### src/rtl/resp_tx_framer_pkg.sv
// resp_tx_pkg: shared types and helpers for the response TX framer.
// Optional checksum byte is enabled by defining RESP_CHECKSUM_EN.
package resp_tx_pkg;

    // Framer FSM states; CSUM is only reachable when RESP_CHECKSUM_EN is defined.
    typedef enum logic [2:0] {
        IDLE,
        SOF,
        DATA,
        CSUM,
        DONE
    } resp_tx_state_t;

    // Default start-of-frame marker.
    localparam logic [7:0] RESP_SOF_BYTE = 8'hA5;

    // Payload bytes carried by one response word.
    function automatic int resp_nbytes(input int resp_w);
        return resp_w / 8;
    endfunction

endpackage

### src/rtl/resp_tx_framer_if.sv
// resp_tx_framer_if: response FIFO read port plus byte handshake to uart_tx.
// master = framer side, slave = FIFO/UART environment side.
interface resp_tx_framer_if #(
    parameter int RESP_W = 32
) ();
    import resp_tx_pkg::*;

    logic              resp_fifo_empty;
    logic [RESP_W-1:0] resp_fifo_data;
    logic              resp_fifo_rd_en;
    logic [7:0]        tx_data;
    logic              tx_valid;
    logic              tx_ready;

    modport master (
        input  resp_fifo_empty,
        input  resp_fifo_data,
        input  tx_ready,
        output resp_fifo_rd_en,
        output tx_data,
        output tx_valid
    );

    modport slave (
        output resp_fifo_empty,
        output resp_fifo_data,
        output tx_ready,
        input  resp_fifo_rd_en,
        input  tx_data,
        input  tx_valid
    );

endinterface

### src/rtl/resp_tx_framer_byte_serializer.sv
// byte_serializer: holds the popped response word, walks it out MSB first,
// and owns the registered valid/data pair presented to uart_tx.
// A presented byte is held until accepted; valid then drops for one cycle
// before the next byte is registered, so each byte costs at least 2 cycles.
module byte_serializer
    import resp_tx_pkg::*;
#(
    parameter int RESP_W = 32
) (
    input  logic              clk,
    input  logic              rst,
    input  logic              load,       // capture load_word, restart byte index
    input  logic [RESP_W-1:0] load_word,
    input  logic              offer,      // FSM wants a byte presented
    input  logic              payload,    // present shift-register MSB (else aux_byte)
    input  logic [7:0]        aux_byte,   // SOF or checksum byte
    input  logic              tx_ready,
    output logic              tx_valid,
    output logic [7:0]        tx_data,
    output logic              xfer,       // byte accepted this cycle
    output logic              last_done   // final payload byte accepted this cycle
);

    localparam int NB    = resp_nbytes(RESP_W);
    localparam int IDX_W = $clog2(NB + 1);

    logic [RESP_W-1:0] shreg;
    logic [IDX_W-1:0]  idx;

    assign xfer      = tx_valid && tx_ready;
    assign last_done = xfer && payload && (idx == IDX_W'(NB - 1));

    // Payload shift register and byte index; advance only on accepted payload bytes.
    always_ff @(posedge clk or posedge rst) begin
        if (rst) begin
            shreg <= '0;
            idx   <= '0;
        end else if (load) begin
            shreg <= load_word;
            idx   <= '0;
        end else if (xfer && payload) begin
            shreg <= shreg << 8;
            idx   <= idx + 1'b1;
        end
    end

    // Output holding register: hold until accepted, then one empty cycle, then next byte.
    always_ff @(posedge clk or posedge rst) begin
        if (rst) begin
            tx_valid <= 1'b0;
            tx_data  <= 8'h00;
        end else if (tx_valid) begin
            if (tx_ready)
                tx_valid <= 1'b0;
        end else if (offer) begin
            tx_valid <= 1'b1;
            tx_data  <= payload ? shreg[RESP_W-1 -: 8] : aux_byte;
        end
    end

endmodule

### src/rtl/resp_tx_framer.sv
// resp_tx_framer: pops 32-bit responses from the response FIFO and frames
// them as SOF, payload bytes MSB first, and (optionally) an XOR checksum byte.
// Define RESP_CHECKSUM_EN to append the checksum byte to every frame.
module resp_tx_framer
    import resp_tx_pkg::*;
#(
    parameter int          RESP_W   = 32,
    parameter logic [7:0]  SOF_BYTE = RESP_SOF_BYTE,
    parameter int          CNT_W    = 16
) (
    input  logic              clk,
    input  logic              rst,
    resp_tx_framer_if.master  bus,
    output logic              busy,
    output logic [CNT_W-1:0]  frame_cnt
);

    resp_tx_state_t state, nstate;
    logic           load;
    logic           offer;
    logic           payload;
    logic           xfer;
    logic           last_done;
    logic [7:0]     aux_byte;

    byte_serializer #(
        .RESP_W (RESP_W)
    ) u_ser (
        .clk       (clk),
        .rst       (rst),
        .load      (load),
        .load_word (bus.resp_fifo_data),
        .offer     (offer),
        .payload   (payload),
        .aux_byte  (aux_byte),
        .tx_ready  (bus.tx_ready),
        .tx_valid  (bus.tx_valid),
        .tx_data   (bus.tx_data),
        .xfer      (xfer),
        .last_done (last_done)
    );

`ifdef RESP_CHECKSUM_EN
    logic [7:0] csum;

    // XOR of the payload bytes of the current frame, restarted every IDLE.
    always_ff @(posedge clk or posedge rst) begin
        if (rst)
            csum <= 8'h00;
        else if (state == IDLE)
            csum <= 8'h00;
        else if (xfer && state == DATA)
            csum <= csum ^ bus.tx_data;
    end

    assign aux_byte = (state == CSUM) ? csum : SOF_BYTE;
`else
    assign aux_byte = SOF_BYTE;
`endif

    // FSM state register.
    always_ff @(posedge clk or posedge rst) begin
        if (rst)
            state <= IDLE;
        else
            state <= nstate;
    end

    // Next state and serializer controls.
    always_comb begin
        nstate  = state;
        load    = 1'b0;
        offer   = 1'b0;
        payload = 1'b0;
        case (state)
            IDLE: begin
                // Pop and capture the FIFO head in the same cycle.
                if (!bus.resp_fifo_empty) begin
                    load   = 1'b1;
                    nstate = SOF;
                end
            end
            SOF: begin
                offer = 1'b1;
                if (xfer)
                    nstate = DATA;
            end
            DATA: begin
                offer   = 1'b1;
                payload = 1'b1;
                if (last_done)
`ifdef RESP_CHECKSUM_EN
                    nstate = CSUM;
`else
                    nstate = DONE;
`endif
            end
`ifdef RESP_CHECKSUM_EN
            CSUM: begin
                offer = 1'b1;
                if (xfer)
                    nstate = DONE;
            end
`endif
            DONE:    nstate = IDLE;
            default: nstate = IDLE;
        endcase
    end

    // Completed-frame counter; wraps naturally.
    always_ff @(posedge clk or posedge rst) begin
        if (rst)
            frame_cnt <= '0;
        else if (state == DONE)
            frame_cnt <= frame_cnt + 1'b1;
    end

    // Gated by rst so a held reset never pops the FIFO.
    assign bus.resp_fifo_rd_en = load && !rst;
    assign busy                = (state != IDLE);

endmodule

### src/flat_wrapper.sv
// flat-port wrapper written by rule: the top's interface ports become plain ports
module resp_tx_framer_flat import resp_tx_pkg::*;
#(
    parameter int          RESP_W   = 32,
    parameter logic [7:0]  SOF_BYTE = RESP_SOF_BYTE,
    parameter int          CNT_W    = 16
)
  (clk, rst, busy, frame_cnt, bus_resp_fifo_empty, bus_resp_fifo_data, bus_tx_ready, bus_resp_fifo_rd_en, bus_tx_data, bus_tx_valid);
  resp_tx_framer_if #(.RESP_W(RESP_W)) bus_i ();
  input  logic clk;
  input  logic rst;
  output logic busy;
  output logic [CNT_W-1:0] frame_cnt;
  input wire logic [$bits(bus_i.resp_fifo_empty)-1:0] bus_resp_fifo_empty;
  input wire logic [$bits(bus_i.resp_fifo_data)-1:0] bus_resp_fifo_data;
  input wire logic [$bits(bus_i.tx_ready)-1:0] bus_tx_ready;
  output wire logic [$bits(bus_i.resp_fifo_rd_en)-1:0] bus_resp_fifo_rd_en;
  output wire logic [$bits(bus_i.tx_data)-1:0] bus_tx_data;
  output wire logic [$bits(bus_i.tx_valid)-1:0] bus_tx_valid;
  assign bus_i.resp_fifo_empty = bus_resp_fifo_empty;
  assign bus_i.resp_fifo_data = bus_resp_fifo_data;
  assign bus_i.tx_ready = bus_tx_ready;
  assign bus_resp_fifo_rd_en = bus_i.resp_fifo_rd_en;
  assign bus_tx_data = bus_i.tx_data;
  assign bus_tx_valid = bus_i.tx_valid;
  resp_tx_framer #(.RESP_W(RESP_W), .SOF_BYTE(SOF_BYTE), .CNT_W(CNT_W)) u_core (.clk(clk), .rst(rst), .bus(bus_i), .busy(busy), .frame_cnt(frame_cnt));
endmodule
### config.mk
export PLATFORM = sky130hd
export DESIGN_NAME = resp_tx_framer_flat
export DESIGN_NICKNAME = d
export VERILOG_FILES = /design/src/rtl/resp_tx_framer_pkg.sv /design/src/rtl/resp_tx_framer_if.sv /design/src/rtl/resp_tx_framer_byte_serializer.sv /design/src/rtl/resp_tx_framer.sv /design/src/flat_wrapper.sv
export SDC_FILE = /design/constraint.sdc
export NUM_CORES = 1
export LEC_CHECK = 0
export CAP_MARGIN = 20
export CORE_AREA = 3 3 92 94
export CTS_BUF_LIST = sky130_fd_sc_hd__clkbuf_8
export DETAILED_ROUTE_END_ITERATION = 8
export DIE_AREA = 0 0 95 97
export GPL_TIMING_DRIVEN = 0
export PLACE_DENSITY_LB_ADDON = 0.2
export REMOVE_ABC_BUFFERS = 1
export SKIP_LAST_GASP = 1
export SYNTH_ARGS = -nofsm -noshare
export SYNTH_HDL_FRONTEND = slang
export SYNTH_SLANG_ARGS = --single-unit
### constraint.sdc
create_clock -name clk -period 3.5 [get_ports clk]
set_input_delay 1.05 -clock clk [delete_from_list [all_inputs] [get_ports clk]]
set_output_delay 1.05 -clock clk [all_outputs]
set_load 0.03 [all_outputs]
==> impl_metrics.csv <==
group,metric,value,unit
min_path,hold_class,"flip-flop to flip-flop",
route,dr.pass1.iters,5,
clock_tree,cts_buffers,9,
worst_setup_path,path_buf_inv,2,
clock_tree,cts-root-buf,"clkbuf_8",
pwr,leakage,1.65,nW
timing,hold_ws,476,ps
worst_setup_path,cp.arrival,2260,ps
place,dpl_worst_slack,-123,ps
worst_setup_path,cp_slowest_stage_delay,550,ps
place,dp_hpwl,3830,µm
global_routing,overflow,0,
clock_tree,cts_buffer_depth,2,
synthesis,yosysWarnings,0,
worst_setup_path,worstPathCellList,"clkdlybuf4s50_1 > nor3_1 > dlygate4sd2_1",
final_layout,fin_area,3790,µm²
route,wl_per_cell,12.4,µm
clock_tree,cts.sinks,63,
worst_setup_path,cp-start-kind,"input port",
die,pin_count,63,
worst_setup_path,path_max_fanout,4,
final_layout,final_cells,447,
worst_setup_path,critPathCaptureType,"output pin",
final_layout,area_growth,28.4,%
global_routing,grtUsageMet2,0.205,
global_routing,track_usage,0.131,
global_routing,met3_usage,0.0404,
timing,slew_headroom,0.549,
worst_setup_path,cpLargestDelayFamily,"buffers and inverters",
timing,period_needed,3310,ps
route,antenna_left,0,
die,start_util,0.382,
global_routing,antenna_found_initial,0,
final_layout,utilization,0.491,
synthesis,postSynthCellCount,282,
final_layout,num-fill-cells,755,
run,cap_violations,0,
clock_tree,clock_latency,330,ps
timing,fin_setup_tns,0,ps
place,place_area,3640,µm²
timing,worst_slew_pin_slew,676,ps
pwr,power_density,699,nW/µm²
synthesis,ys.flop_type,"dfrtp_1",
worst_setup_path,ff2ff_setup_slack,1260,ps
clock_tree,hold_buffers,0,
synthesis,postSynthAreaPerCell,10.5,µm²
timing,finalWorstSetupSlack,194,ps
synthesis,synth_edf_count,0,
route,initialDrtViolationCount,74,
synthesis,yosysUniqueCellTypes,32,
route,routed_wirelength,5540,µm
global_routing,top_usage_layer,"met2",
place,routabilityCongestion,0.687,
place,dpl.cell_count,431,
timing,slew_viol_final,0,
route,routed_via_density,4.72,
die,fp.coreArea,7730,µm²
worst_setup_path,crit_required,2450,ps
synthesis,synthTopCellsByArea,"dfrtp_1 53%, mux2i_1 8.5%, nand2_1 5.2%, xnor2_1 3.6%, nor2_1 3.3%",
clock_tree,cts_tree,"yes",
die,dieHeight,97,µm
synthesis,ys_ff_latch,63,
worst_setup_path,crit_slowest_cell,"clkdlybuf4s50_1",
timing,setup_viol,0,
synthesis,netlist_area,2950,µm²
global_routing,grt_pass1_vias,1992,
synthesis,async_flop_share,1.00,
timing,hold_viol_final,0,
die,rows,32,
route,vias,2109,
synthesis,synth_top_area_frac,0.534,
final_layout,antenna_cells,0,
worst_setup_path,worstSetupPathType,"input port to output pin",
die,fp.dieArea,9220,µm²
final_layout,drive_gt1_frac,0.0870,
clock_tree,clkTransAtPathRegs,70,ps
pwr,ir_drop,389,µV
outcome,outcome,"finished, final reports clean",
die,die_x,95,µm
synthesis,yosysSeqAreaShare,0.534,
global_routing,grt_pass1_wl,9540,µm
timing,clock_skew,7.33,ps
clock_tree,cts_max_level,3,
pwr,p_total,2.65,mW
timing,rsz0062_at_grt,"false",
final_layout,nets,379,
place,port_buffers,62,
timing,max_freq,302,MHz
route,drc_errors,0,
synthesis,yosys.area.top_type,"dfrtp_1",
global_routing,grt_max_degree,42,
timing,fin_crit_sh,0.945,
global_routing,grt_use_met1,0.168,
-- what timing repair did --
| item | CTS | global route |
|---|---|---|
| endpoints found under the setup margin | 1 | 0 |
| gates resized for setup | 1 | 0 |
| hold endpoints to repair | 0 | 0 |
| setup buffers | 0 | 0 |
-- cell families (layout without fill, tap and decap cells) --
group                    count (synthesis)  in the layout  synth area share
adder cells (fa/ha/maj)                  3              3            0.0127
flip-flops                              63             63             0.534
AND/OR/NAND/NOR                         97             97             0.156
multiplexers                            26             26            0.0886
AO/OA/AOI/OAI                           54             54             0.113
buffers and inverters                   22             85            0.0458
XOR/XNOR                                17             17            0.0504
-- cells in the final DEF, fill, tap and decap left out, drive strengths merged --
cell type      instances
nand3                  5
clkinv                 3
and2                   5
clkdlybuf4s50         61
nand4                  4
dlygate4sd2            1
xnor2                 12
clkbuf                 9
nor3b                  1
and3                   2
clkinvlp               1
mux2                   1
o22a                   7
inv                    8
or2                    1
dfrtp                 63
xor2                   5
o21ai                 30
mux2i                 25
and4                   2
nand2                 41
nor2                  27
or3                    1
a311oi                 1
nor2b                  4
ha                     3
a21oi                 16
nor3                   4
buf                    2
-- area by class of cell --
| class | count | area, µm² | area share |
|---|---|---|---|
| Clock buffer | 9 | 124 | 0.0327 |
| Sequential cell | 63 | 1580 | 0.416 |
| Inverter | 5 | 18.8 | 0.00495 |
| Multi-Input combinational cell | 197 | 1250 | 0.330 |
| Tap cell | 102 | 128 | 0.0337 |
| Timing Repair Buffer | 64 | 659 | 0.174 |
| Clock inverter | 7 | 33.8 | 0.00891 |
-- Yosys cell counts (2+ instances only) --
| master | n |
|---|---|
| nor3_1 | 4 |
| buf_6 | 3 |
| o21ai_1 | 10 |
| and3_1 | 2 |
| dfrtp_1 | 63 |
| nand2_1 | 41 |
| o22a_1 | 7 |
| o21ai_0 | 11 |
| inv_1 | 5 |
| buf_2 | 2 |
| nand4_1 | 4 |
| xor2_1 | 5 |
| clkbuf_1 | 10 |
| and4_1 | 2 |
| nor2b_1 | 4 |
| and2_1 | 4 |
| xnor2_1 | 12 |
| o21ai_2 | 9 |
| mux2i_1 | 25 |
| a21oi_1 | 16 |
| ha_1 | 3 |
| nand3_1 | 5 |
| nor2_1 | 26 |
-- where the power goes --
group	switching (mW)	internal (mW)	leakage, nW
combinational	0.549	0.446	0.759
clock	0.268	0.245	0.0926
sequential	0.184	0.957	0.801
-- flip-flops by register name, summed over array words and instances (netlist names) --
signal / flops
u_core.state: 3
u_core.u_ser.tx_data: 8
u_core.frame_cnt: 16
u_core.u_ser.shreg: 32
u_core.u_ser.tx_valid: 1
u_core.u_ser.idx: 3
-- layer usage --
layer	up-vias	routed length, µm
met2	42	2590
met4	0	93
li1	1079	-
met1	979	2530
met3	9	323
met5	-	0
-- worst reg2reg max path: cells and delay by family, from the launching register on --
| family | cells | cell delay [ps] |
|---|---|---|
| and+or+nand+nor | 2 | 1120 |
| AOI/OAI and AO/OA | 1 | 60 |
| DFF | 1 | 620 |
| muxes | 1 | 310 |
-- path summary, 6_finish.rpt --
| check | start | end | cells after the start |
|---|---|---|---|
| max | bus_resp_fifo_empty | bus_resp_fifo_rd_en | 3 |
| min | u_core.frame_cnt[15] | u_core.frame_cnt[15] | 1 |
| max reg2reg | u_core.state[1] | u_core.u_ser.shreg[10] | 4 |
| min reg2reg | u_core.frame_cnt[15] | u_core.frame_cnt[15] | 1 |
| max in group asynchronous | rst | u_core.u_ser.tx_valid | 3 |
| min in group asynchronous | rst | u_core.frame_cnt[1] | 2 |
Power figures use the tool's default switching activity.
==> RTL edit 1: new RTL, same flow settings <==
Put one more register stage on the output `frame_cnt`, cleared by the reset. The value now appears one clock later. The other outputs are not delayed to match.
--- a/src/rtl/resp_tx_framer.sv
+++ b/src/rtl/resp_tx_framer.sv
@@ -14,6 +14,8 @@
     output logic              busy,
     output logic [CNT_W-1:0]  frame_cnt
 );
+
+    logic [CNT_W-1:0] frame_cnt_s0;
 
     resp_tx_state_t state, nstate;
     logic           load;
@@ -110,14 +112,22 @@
     // Completed-frame counter; wraps naturally.
     always_ff @(posedge clk or posedge rst) begin
         if (rst)
-            frame_cnt <= '0;
+            frame_cnt_s0 <= '0;
         else if (state == DONE)
-            frame_cnt <= frame_cnt + 1'b1;
+            frame_cnt_s0 <= frame_cnt_s0 + 1'b1;
     end
 
     // Gated by rst so a held reset never pops the FIFO.
     assign bus.resp_fifo_rd_en = load && !rst;
     assign busy                = (state != IDLE);
 
+    always_ff @(posedge clk or posedge rst) begin
+        if (rst) begin
+            frame_cnt <= '0;
+        end else begin
+            frame_cnt <= frame_cnt_s0;
+        end
+    end
+
 endmodule
 
Check against the original RTL: no difference found for any inputs over 10 cycles, from zero or initial values and one cycle with rst high; that may be too few to reach the edited logic, so the function may still have changed.
==> RTL edit 1 against the unedited design <==
- area after synthesis is 7.9% higher
- core utilization grew 4.3 points
- first-iteration DRC count up 39%
- cell area up 8.7%
- sequential share of layout area grew 6.4 points
- sequential cell count is 16 higher
- setup slack improved by 0.069 ns
- clock skew is 0.0031 ns higher
- maximum frequency rose by 2.1%
- clock power rose by 34%
- non-clock buffer count grew 1
- total power rose by 11%
- count of clock-buffer cells in the layout grew 1
- wire length rose by 9.6%
- critical path type is now register to output port
- largest cell class unchanged
==> RTL edit 1: results (changes against the unedited design) <==
top post-synthesis cells by count=79 x dfrtp_1, 62 x nand2_1, 24 x a22oi_1, 15 x nor2_1, 15 x xnor2_1 (was 63 x dfrtp_1, 41 x nand2_1, 26 x nor2_1, 25 x mux2i_1, 16 x a21oi_1); number of global-route vias before repair=2180 (was 1992); Initial DRC Count=103 (was 74); register area share after synthesis=62.0% (was 53.4%); Skew-Pair Late Insertion Delay=0.35 ns (was 0.33 ns); Total Routing Usage GR=14.7% (was 13.1%); ant diodes=0 (unchanged); # H-tree levels=3 (unchanged); Crit path arrival time=2.19 ns (was 2.26 ns); YS warnings=0 (unchanged); placed cells=433 (was 431); cts bufs inserted=9 (unchanged); largest net degree at the start of global routing=41 (was 42); routed length on met2=2830 um (was 2590 um); Worst Tran Pin Value=0.968 ns (was 0.676 ns); Post-Place Setup Slack=0.0117 ns (was -0.123 ns); xor/xnor share of the synthesized area=4.40% (was 5.04%); DP HPWL=4110 um (was 3830 um); clock-pin slew on the worst setup and hold paths=0.09 ns (was 0.07 ns); metal3 WL=320 um (was 323 um); static leakage=1.88 nW (was 1.65 nW); Min-Delay Path Class=register to register (unchanged); PortBufs=62 (unchanged); status=complete, no violations (unchanged); Nets=381 (was 379); Mapped Cells=282 (unchanged); Top Registers=u_core.u_ser.shreg (32), u_core.frame_cnt (16), u_core.frame_cnt_s0 (16) (was u_core.u_ser.shreg (32), u_core.frame_cnt (16), u_core.u_ser.tx_data (8)); adder-cell share of the synthesized area=1.18% (was 1.27%); mux share of post-synthesis cell area=0.707% (was 8.86%); Post-Place Cell Area=3920 sq um (was 3640 sq um); Post-Route WL=6070 um (was 5540 um); first-pass GRT wire length=10500 um (was 9540 um); Worst Clk Skew=0.0105 ns (was 0.00733 ns); Distinct cells, synth=33 (was 32); fraction of registers with async set/reset=100% (unchanged); initial antenna violation count=0 (unchanged); top layer in use=met4 (unchanged); Final GP Congestion=0.755 (was 0.687); Clk Tree Root Cell=clkbuf_8 (unchanged); share of cells above drive strength 1=7.78% (was 8.70%); WL met1=2880 um (was 2530 um); Final Non-Filler Cells=449 (was 447); compound-gate portion of the synthesized area=12.7% (was 11.3%); CTS Buffer Depth=2 (unchanged); Pre-antenna DRT Iters=5 (unchanged); Max FO, Critical Path=26 (was 4); top area cells in the synthesized netlist=dfrtp_1 62%, nand2_1 7.3%, a22oi_1 5.7%, xnor2_1 4.1%, a22o_1 2.7% (was dfrtp_1 53%, mux2i_1 8.5%, nand2_1 5.2%, xnor2_1 3.6%, nor2_1 3.3%); vias per cell=4.93 (was 4.72); Peak supply drop=0.289 mV (was 0.389 mV)
==> RTL edit 1: critical path, stage by stage (launching register included) <==
cell	delay [ns]
dfrtp_1	0.91
or3_1	0.24
clkdlybuf4s50_1	0.69
==> RTL edit 1: timing repair <==
action	4_1_cts	5_1_grt
setup buffers	0	0
setup endpoints to repair	1	0
gates resized for setup	1	0
==> RTL edit 1: routing by layer <==
metal | vias up | track usage (%)
met5 | - | 0
met1 | 1064 | 20.5
li1 | 1098 | -
met4 | 0 | 5.66
met3 | 4 | 4.59
met2 | 46 | 21.2
==> RTL edit 1: worst paths after layout <==
check | end | start | depth (start not counted) | slack [ns]
max in group asynchronous | u_core.frame_cnt[0]$_DFF_PP0_ | rst | 3 | 1.81
max reg2reg | u_core.u_ser.idx[0]$_DFFE_PP0P_ | u_core.state[1]$_DFFE_PP0P_ | 3 | 1.02
min reg2reg | u_core.frame_cnt[8]$_DFF_PP0_ | u_core.frame_cnt_s0[8]$_DFFE_PP0N_ | 0 | 0.40
min | u_core.frame_cnt[8]$_DFF_PP0_ | u_core.frame_cnt_s0[8]$_DFFE_PP0N_ | 0 | 0.40
max | busy | u_core.state[1]$_DFFE_PP0P_ | 2 | 0.26
min in group asynchronous | u_core.u_ser.tx_data[4]$_DFFE_PP0P_ | rst | 2 | 1.11
==> RTL edit 1: area by class of cell <==
type | instances | area, sq um
clock buffers | 10 | 138
clock inverters | 6 | 68.8
fillers | 711 | 3610
inverters | 6 | 25.0
multi-input cells | 181 | 1100
flip-flops and latches | 79 | 1980
well taps | 102 | 128
repair buffers | 65 | 682
==> RTL edit 1: power breakdown <==
group / total (mW) / internal [mW] / switching [mW] / leakage (nW)
logic: 0.880 / 0.401 / 0.479 / 0.746
registers: 1.37 / 1.15 / 0.216 / 1.03
clock network: 0.689 / 0.353 / 0.337 / 0.103
==> RTL edit 2: new RTL, same settings <==
Without the edit above. Build with the macro `RESP_CHECKSUM_EN` defined.
--- a/src/rtl/resp_tx_framer.sv
+++ b/src/rtl/resp_tx_framer.sv
@@ -1,6 +1,8 @@
 // resp_tx_framer: pops 32-bit responses from the response FIFO and frames
 // them as SOF, payload bytes MSB first, and (optionally) an XOR checksum byte.
 // Define RESP_CHECKSUM_EN to append the checksum byte to every frame.
+`define RESP_CHECKSUM_EN
+
 module resp_tx_framer
     import resp_tx_pkg::*;
 #(
Formal check against the unedited RTL: no difference found for any inputs over 10 cycles, from zero or initial values and one cycle with rst high; that may be too few to reach the edited logic, so the function may still have changed.
==> RTL edit 2 against the unedited design <==
- sequential cell count is 8 higher
- setup slack worse by 0.12 ns
- count of clock-buffer cells in the layout is 2 higher
- area after synthesis is 8.6% higher
- wire length is 24% higher
- cell area is 8.1% higher
- maximum frequency is 3.4% lower
- total power is 12% higher
- first-iteration DRC count is 31% higher
- critical endpoint unchanged
- largest cell class unchanged
==> RTL edit 2: results (changes against the unedited design) <==
status=complete, no violations (unchanged); Initial DRC Count=97 (was 74); WL met1=3310 um (was 2530 um); Peak supply drop=0.277 mV (was 0.389 mV); Sw Ratio=38.2% (was 37.8%); Distinct cells, synth=34 (was 32); metal3 WL=316 um (was 323 um); first-pass GRT wire length=11400 um (was 9540 um); met2 usage=22.9% (was 20.5%); top area cells in the synthesized netlist=dfrtp_1 55%, a21oi_1 7.8%, nand2_1 7.0%, nor2_1 5.2%, xor2_1 3.8% (was dfrtp_1 53%, mux2i_1 8.5%, nand2_1 5.2%, xnor2_1 3.6%, nor2_1 3.3%); met1 Resource Use GR=22.3% (was 16.8%); Final GP Congestion=0.756 (was 0.687); static leakage=1.85 nW (was 1.65 nW); Crit path arrival time=2.37 ns (was 2.26 ns); Top Registers=u_core.u_ser.shreg (32), u_core.frame_cnt (16) (was u_core.u_ser.shreg (32), u_core.frame_cnt (16), u_core.u_ser.tx_data (8)); routed length on met2=3150 um (was 2590 um); final hold slack=0.469 ns (was 0.476 ns); Post-Route WL=6880 um (was 5540 um); Synth-to-Final Area Change=27.9% (was 28.4%); register area share after synthesis=55.4% (was 53.4%); R2R setup slack=0.93 ns (was 1.26 ns); Nets=435 (was 379); via count=2512 (was 2109); Worst Clk Skew=0.00595 ns (was 0.00733 ns); Max FO, Critical Path=17 (was 4); Reg2Reg Depth=5 (was 4); r2r startpoint=u_core.state[1]$_DFFE_PP0P_ (unchanged); share of cells above drive strength 1=7.02% (was 8.70%); fillers=703 (was 755); Pre-antenna DRT Iters=4 (was 5); largest net degree at the start of global routing=72 (was 42); met3 Use GR=2.88% (was 4.04%); DP HPWL=4330 um (was 3830 um); Worst Tran Pin Value=0.963 ns (was 0.676 ns); Total Routing Usage GR=15.7% (was 13.1%); crit-path max cell delay=0.51 ns (was 0.55 ns)
RTL edit 2: cells by family after synthesis:
logic type | count (synthesis) | synth area share [%]
AO/OA/AOI/OAI | 69 | 11.4
XOR/XNOR | 25 | 6.83
adder cells (fa/ha/maj) | 3 | 1.17
buffers and inverters | 24 | 3.71
flip-flops | 71 | 55.4
multiplexers | 1 | 0.351
AND/OR/NAND/NOR | 144 | 21.2
RTL edit 2: worst max-delay path, delay by kind of cell:
| family | cells | cell delay [ns] |
|---|---|---|
| simple gates | 3 | 0.51 |
| buf+inv | 2 | 0.81 |
RTL edit 2: final cells by class:
| class | instances | area [sq um] | area share [%] |
|---|---|---|---|
| clock inverter | 3 | 12.5 | 0.305 |
| timing repair buffer | 66 | 679 | 16.6 |
| clock buffer | 11 | 151 | 3.69 |
| multi-input combinational | 243 | 1330 | 32.5 |
| sequential | 71 | 1780 | 43.3 |
| tap | 102 | 128 | 3.11 |
| inverter | 5 | 21.3 | 0.519 |
RTL edit 2: through the flow:
step	setup slack, ns	cell area, sq um	instances
after floorplan	0.279	3110	318
after global placement	-0.857	3850	482
after detailed placement	-0.892	3880	484
after CTS	0.0153	4060	499
after global routing	0.0287	4100	501
final	0.0777	4100	501
RTL edit 2: timing repair:
action,CTS,global route
setup buffers,0,0
pin swaps,1,0
resized for setup,6,1
endpoints found under the setup margin,1,1
cloned,1,0
RTL edit 2: power by group through the flow:
stage | clock (mW) | combinational, mW | sequential, mW
after floorplan | 0 | 0.617 | 1.39
after global placement | 0 | 1.00 | 1.34
after detailed placement | 0 | 1.04 | 1.35
after CTS | 0.571 | 1.07 | 1.33
after global routing | 0.607 | 1.21 | 1.37
final | 0.559 | 1.08 | 1.34
